--- config.mk ---
export PLATFORM = sky130hd
export DESIGN_NAME = pc_fetch_unit
export DESIGN_NICKNAME = d
export VERILOG_FILES = /design/src/rtl/pc_fetch_unit.sv
export SDC_FILE = /design/constraint.sdc
export NUM_CORES = 1
export LEC_CHECK = 0
export CORE_MARGIN = 4
export CORE_UTILIZATION = 40
export CTS_CLUSTER_DIAMETER = 150
export DETAILED_ROUTE_END_ITERATION = 8
export GPL_ROUTABILITY_DRIVEN = 0
export PLACE_DENSITY_LB_ADDON = 0.12
export SYNTH_ARGS = -nofsm -noshare
export SYNTH_HDL_FRONTEND = slang
export SYNTH_SLANG_ARGS = --single-unit
--- constraint.sdc ---
create_clock -name clk -period 5.4 [get_ports clk]
set_input_delay 0.54 -clock clk [delete_from_list [all_inputs] [get_ports clk]]
set_output_delay 0.54 -clock clk [all_outputs]
set_load 0.01 [all_outputs]
--- src/rtl/pc_fetch_unit.sv ---
// Program-counter owner and instruction fetch front end: redirect target
// generation, imem req/ready handshake, and a skid-buffered valid/ready output to decode.
module pc_fetch_unit #(
   parameter logic [31:0] RESET_PC = 32'h0000_0000
) (
   input  logic        clk,
   input  logic        rst,
   input  logic [1:0]  sel_in,
   input  logic [31:0] br_pc4,
   input  logic [31:0] br_imm,
   input  logic [25:0] j_index,
   input  logic [31:0] jr_addr,
   output logic        imem_req,
   output logic [31:0] imem_addr,
   input  logic        imem_ready,
   input  logic [31:0] imem_rdata,
   output logic        out_valid,
   input  logic        out_ready,
   output logic [31:0] instr_out,
   output logic [31:0] pc_out
);

   typedef enum logic [1:0] {
      S_IDLE,
      S_FETCH,
      S_SQUASH
   } state_e;

   state_e      state_q, state_d;
   logic [31:0] pc_q, pc_d;
   logic [31:0] hold_q, hold_d;
   logic        out_valid_q, out_valid_d;
   logic [31:0] instr_q, instr_d;
   logic [31:0] pc_out_q, pc_out_d;
   logic        skid_valid_q, skid_valid_d;
   logic [31:0] skid_instr_q, skid_instr_d;
   logic [31:0] skid_pc_q, skid_pc_d;

   logic [31:0] target;
   logic        redirect;
   logic        req;
   logic        fire;

   always_comb begin
      target = pc_q;
      unique case (sel_in)
         2'b01:   target = br_pc4 + {br_imm[29:0], 2'b00};
         2'b10:   target = {br_pc4[31:28], j_index, 2'b00};
         2'b11:   target = {jr_addr[31:2], 2'b00};
         default: target = pc_q;
      endcase
   end

   assign redirect  = (sel_in != 2'b00) && (state_q != S_IDLE);
   // Requests stop while the skid is full, so a response always has a place to land.
   assign req       = ((state_q == S_FETCH) && !skid_valid_q) || (state_q == S_SQUASH);
   assign fire      = req && imem_ready;

   assign imem_req  = req;
   assign imem_addr = (state_q == S_SQUASH) ? hold_q : pc_q;
   assign out_valid = out_valid_q;
   assign instr_out = instr_q;
   assign pc_out    = pc_out_q;

   always_comb begin
      state_d      = state_q;
      pc_d         = pc_q;
      hold_d       = hold_q;
      out_valid_d  = out_valid_q;
      instr_d      = instr_q;
      pc_out_d     = pc_out_q;
      skid_valid_d = skid_valid_q;
      skid_instr_d = skid_instr_q;
      skid_pc_d    = skid_pc_q;

      if (redirect) begin
         out_valid_d  = 1'b0;
         skid_valid_d = 1'b0;
         pc_d         = target;
      end else if (out_valid_q && out_ready) begin
         if (skid_valid_q) begin
            instr_d      = skid_instr_q;
            pc_out_d     = skid_pc_q;
            skid_valid_d = 1'b0;
         end else begin
            out_valid_d = 1'b0;
         end
      end

      unique case (state_q)
         S_IDLE: state_d = S_FETCH;
         S_FETCH: begin
            if (redirect) begin
               // An accepted-but-unanswered request must be completed at its old address.
               if (req && !imem_ready) begin
                  state_d = S_SQUASH;
                  hold_d  = pc_q;
               end
            end else if (fire) begin
               pc_d = pc_q + 32'd4;
               if (!out_valid_q || out_ready) begin
                  out_valid_d = 1'b1;
                  instr_d     = imem_rdata;
                  pc_out_d    = pc_q;
               end else begin
                  skid_valid_d = 1'b1;
                  skid_instr_d = imem_rdata;
                  skid_pc_d    = pc_q;
               end
            end
         end
         S_SQUASH: begin
            if (imem_ready) state_d = S_FETCH;
         end
         default: state_d = S_IDLE;
      endcase
   end

   always_ff @(posedge clk) begin
      if (rst) begin
         state_q      <= S_IDLE;
         pc_q         <= RESET_PC;
         hold_q       <= '0;
         out_valid_q  <= 1'b0;
         instr_q      <= '0;
         pc_out_q     <= '0;
         skid_valid_q <= 1'b0;
         skid_instr_q <= '0;
         skid_pc_q    <= '0;
      end else begin
         state_q      <= state_d;
         pc_q         <= pc_d;
         hold_q       <= hold_d;
         out_valid_q  <= out_valid_d;
         instr_q      <= instr_d;
         pc_out_q     <= pc_out_d;
         skid_valid_q <= skid_valid_d;
         skid_instr_q <= skid_instr_d;
         skid_pc_q    <= skid_pc_d;
      end
   end

endmodule

# Yosys cells after proc, flatten, opt, wreduce, memory -nomap -nowiden
# Index checks and enable logic that the tools add are counted.
# word_totals
reg_bits	196
wordCells	74
output_inout_bits	98
inputBits	160
# op_classes
addsub	2
n_mux	37
n_bitwise	2
reduce_logical	16
eq_ne	8
# op_table
cell	n
32-bit 2-to-1 mux	19
32-bit case mux with 3 select lines	1
32-bit by 3-bit adder with 32-bit output (second input constant)	1
32-bit adder	1
1-bit 2-to-1 mux	13
2-bit equality test (second input constant)	3
2-bit 2-to-1 mux	3
2-bit case mux with 3 select lines	1
3-bit AND reduction	2
1-bit logical AND	5
2-bit by 1-bit equality test with 1-bit output (second input constant)	2
2-bit inequality test (second input constant)	2
4-bit AND reduction	1
2-bit nonzero test	2
1-bit logical NOT	3
2-bit logical NOT	1
1-bit logical OR	2
2-bit by 1-bit inequality test with 1-bit output (second input constant)	1
1-bit inverter	2

# Longest topological paths before layout
# logic_depth
word_depth	7
mapped_depth	12
ltp_nobuf	12

# Worst setup path after synthesis
# Ideal clock, no wire load.
# synth_path
kind	input to register
start	input br_pc4[15]
end	register pc_q[28]
path_slack_ns	2.659
t_arrival_ns	2.626
setup_ns	0.114
stages	10
required_time_ns	5.286
path_buffers	0
path_cell_list	ha_1 a21o_1 a21o_1 a221o_1 a21oi_2 o211ai_1 a311o_1 xor2_1 a21oi_1 a2111oi_0
# synth_via
elab_chain_len	6
# synth_lines
item	line	text
from (decl)	9	input logic [31:0] br_pc4,
32-bit adder *	47	2'b01: target = br_pc4 + {br_imm[29:0], 2'b00};
32-bit case mux with 3 select lines *	46	unique case (sel_in)
32-bit 2-to-1 mux *	76	if (redirect) begin
32-bit 2-to-1 mux	99	end else if (fire) begin
32-bit 2-to-1 mux	93	if (redirect) begin
32-bit 2-to-1 mux *	90	unique case (state_q)
to (signal assigned)	132	pc_q <= pc_d;
to (decl)	30	logic [31:0] pc_q, pc_d;
# Mark *: on every way between the ends. The rest lies on a longest branch, timed or not.
# A chain may end at the register's enable or synchronous reset.

# Final worst setup path
# layout_path
start	input br_pc4[2]
end	register pc_q[28]
# The elaborated chain is that of the path after synthesis.

==> impl_metrics.env <==
export IMPL_fillers=2451
export IMPL_htree_num_levels=4
export IMPL_grt_overflow=0
export IMPL_cts_setup_buffers=0
export IMPL_power_switching_w=0.000966
export IMPL_startpoint_type="input port"
export IMPL_core_sq_um=25500
export IMPL_end_kind="register"
export IMPL_viasPerCell=5.33
export IMPL_multi_input_area_sq_um=6120
export IMPL_min_path_cells=2
export IMPL_yosys_warnings=0
export IMPL_synth_nets=1493
export IMPL_postRouteAntennaNets=0
export IMPL_wl_met2_um=14400
export IMPL_met1_length_um=13900
export IMPL_post_route_period_util_pct=58.2
export IMPL_die_h_um=170
export IMPL_grt_pass1_vias=9337
export IMPL_fmax_ghz=0.318
export IMPL_slew_violations=0
export IMPL_path_max_fanout=4
export IMPL_synth_edf_count=0
export IMPL_postSynthCellCount=1302
export IMPL_std_cell_rows=58
export IMPL_grt_pass1_wl_um=49300
export IMPL_comb_power_share_pct=19.3
export IMPL_static_leakage_power_nw=5.35
export IMPL_antenna_cells=0
export IMPL_antenna_found_initial=0
export IMPL_worst_pin_slew_ns=0.970
export IMPL_nets=1681
export IMPL_grt_use_total_pct=20.8
export IMPL_skew_ns=0.0103
export IMPL_die_area_sq_um=28800
export IMPL_drc=0
export IMPL_seqCellArea_sq_um=3920
export IMPL_numCtsBuffers=17
export IMPL_firstDrtPassIters=7
export IMPL_top_layer="met4"
export IMPL_hold_violations=0
export IMPL_dpl_hpwl_um=22500
export IMPL_cts_sinks=196
export IMPL_cap_violations=0
export IMPL_setup_violations=0
export IMPL_drt_initial_drc_count=602
export IMPL_totalWireLength_um=30800
export IMPL_final_cell_mix="clkdlybuf4s50_1, nand2_1, dfxtp_1, a21oi_1, nor2_1"
export IMPL_synth_top_cell_by_area="dfxtp_1"
export IMPL_period_minus_slack_ns=3.15
export IMPL_ys_seq_area_share_pct=37.5
export IMPL_clkLatencyLatePin_ns=0.42
export IMPL_cp_arrival_ns=3.45
export IMPL_synthArstFlopShare_pct=0
export IMPL_ys_ff_latch=196
export IMPL_internal_power_w=0.00262
export IMPL_via_count=9757
export IMPL_synth_flop_cell="dfxtp_1"
export IMPL_path_class="input port to register"
export IMPL_power_frac_seq_pct=43.6
export IMPL_syn2layout_area_growth_pct=31.6
export IMPL_status="completed"
export IMPL_slew_headroom_pct=35.4
export IMPL_worstPathRequired_ns=5.71
export IMPL_syn_avg_cell_area_sq_um=8.04
export IMPL_grt_max_degree=92
export IMPL_clk_path_buf_depth=2
export IMPL_min_path_type="input port to register"
export IMPL_rsz0062_at_grt="no"
export IMPL_synth_cell_types=63
export IMPL_final_common_cell="clkdlybuf4s50_1"
export IMPL_met3_length_um=2080
export IMPL_finalSetupTns_ns=0
export IMPL_synth_top_area_share_pct=37.5
export IMPL_holdBufCountCts=0
export IMPL_utilization_pct=54.0
export IMPL_vdd_drop_max_mv=0.208
export IMPL_dieWidth_um=170
export IMPL_port_buffer_count=253
export IMPL_drive_above_1_share_pct=6.99
export IMPL_pin_count=258
export IMPL_worstRegToRegCells=9
export IMPL_power_frac_clock_pct=37.1
export IMPL_yosys_top_cells_area="dfxtp_1, nand2_1, a21oi_1, mux2i_1, a211oi_1"
export IMPL_cts_resized=0
export IMPL_cts_root_buf="clkbuf_16"
export IMPL_start_util_pct=41.1
export IMPL_power_density_nw_per_um2=261
export IMPL_tritoncts="yes"
export IMPL_clkTransAtPathRegs_ns=0.07
export IMPL_synth_area_sq_um=10500
export IMPL_netSwitchingFraction_pct=26.9
export IMPL_wl_per_cell_um=16.8
[state kept, by name, indices dropped and copies added (netlist names)]
name,flops
pc_q,32
out_valid,1
instr_out,32
hold_q,32
state_q,2
skid_instr_q,32
skid_pc_q,32
skid_valid_q,1
pc_out,32
[critical path: stages]
cell and delay [ns]:
clkdlybuf4s50_1 0.40, ha_1 0.22, inv_1 0.07, fa_1 0.19, nor2b_1 0.06, o31ai_1 0.42
a21oi_2 0.19, a21oi_2 0.29, o211ai_1 0.17, a311o_1 0.31, xor2_1 0.14, a21oi_1 0.09
a2111oi_0 0.36
[Yosys cell counts, types with 6 or more instances]
| library cell | n |
|---|---|
| xnor2_1 | 24 |
| a211oi_1 | 82 |
| nand2_1 | 247 |
| nor2b_1 | 11 |
| xor2_1 | 14 |
| ha_1 | 30 |
| nand3_1 | 20 |
| buf_2 | 20 |
| dfxtp_1 | 196 |
| mux2_2 | 34 |
| nor2_1 | 115 |
| clkbuf_1 | 73 |
| a21oi_1 | 161 |
| o21ai_0 | 35 |
| mux2i_1 | 71 |
| and2_1 | 6 |
| nor3_1 | 12 |
| nand2b_1 | 8 |
| a21o_1 | 10 |
| a21oi_2 | 6 |
| and3_1 | 9 |
| inv_1 | 14 |
| o211ai_1 | 9 |
| nand4_1 | 8 |
[final timing paths]
kind	slack, ns	endpoint	from
min reg2reg	0.45	hold_q[16]	hold_q[16]
min	0.44	pc_q[10]	rst
max	2.25	pc_q[28]	br_pc4[2]
max reg2reg	2.74	instr_out[11]	state_q[0]
[power by group through the flow]
stage	sequential, W	clock (W)	combinational [W]
CTS	0.00156	0.00137	0.000697
finish	0.00157	0.00133	0.000692
global route	0.00157	0.00142	0.000759
global placement	0.00160	0	0.000691
floorplan	0.00156	0	0.000402
detailed placement	0.00160	0	0.000693
[routing by layer]
metal,GRT usage (%),up-vias
li1,-,4956
met1,27.4,4498
met2,34.5,275
met3,5.12,28
met4,5.15,0
met5,0,-
[kinds of logic after synthesis]
logic type      after synthesis  share of synthesized area (%)
compound gates              361                           22.0
flops                       196                           37.5
simple gates                458                           18.7
xor+xnor                     38                           3.18
buf+inv                     112                           4.26
fa+ha+maj                    31                           3.78
mux                         106                           10.6
[cell type report]
class	count	area share [%]
Inverter	14	0.382
Clock inverter	12	1.30
Sequential cell	196	28.5
Tap cell	330	3.00
Timing Repair Buffer	267	19.2
Clock buffer	19	3.14
Multi-Input combinational cell	994	44.5
[stage by stage]
step	std cells	hold slack, ns	instance area, sq um	total power [W]	worst slack (ns)
finish	1832	0.444	13800	0.00359	2.25
global route	1832	0.445	13800	0.00376	1.86
CTS	1832	0.425	13800	0.00363	2.25
detailed placement	1801	0.444	13200	0.00229	1.80
global placement	1801	0.439	13200	0.00229	1.84
floorplan	1302	0.434	10500	0.00197	2.66
Note: power is estimated with default switching activity, not from simulation.
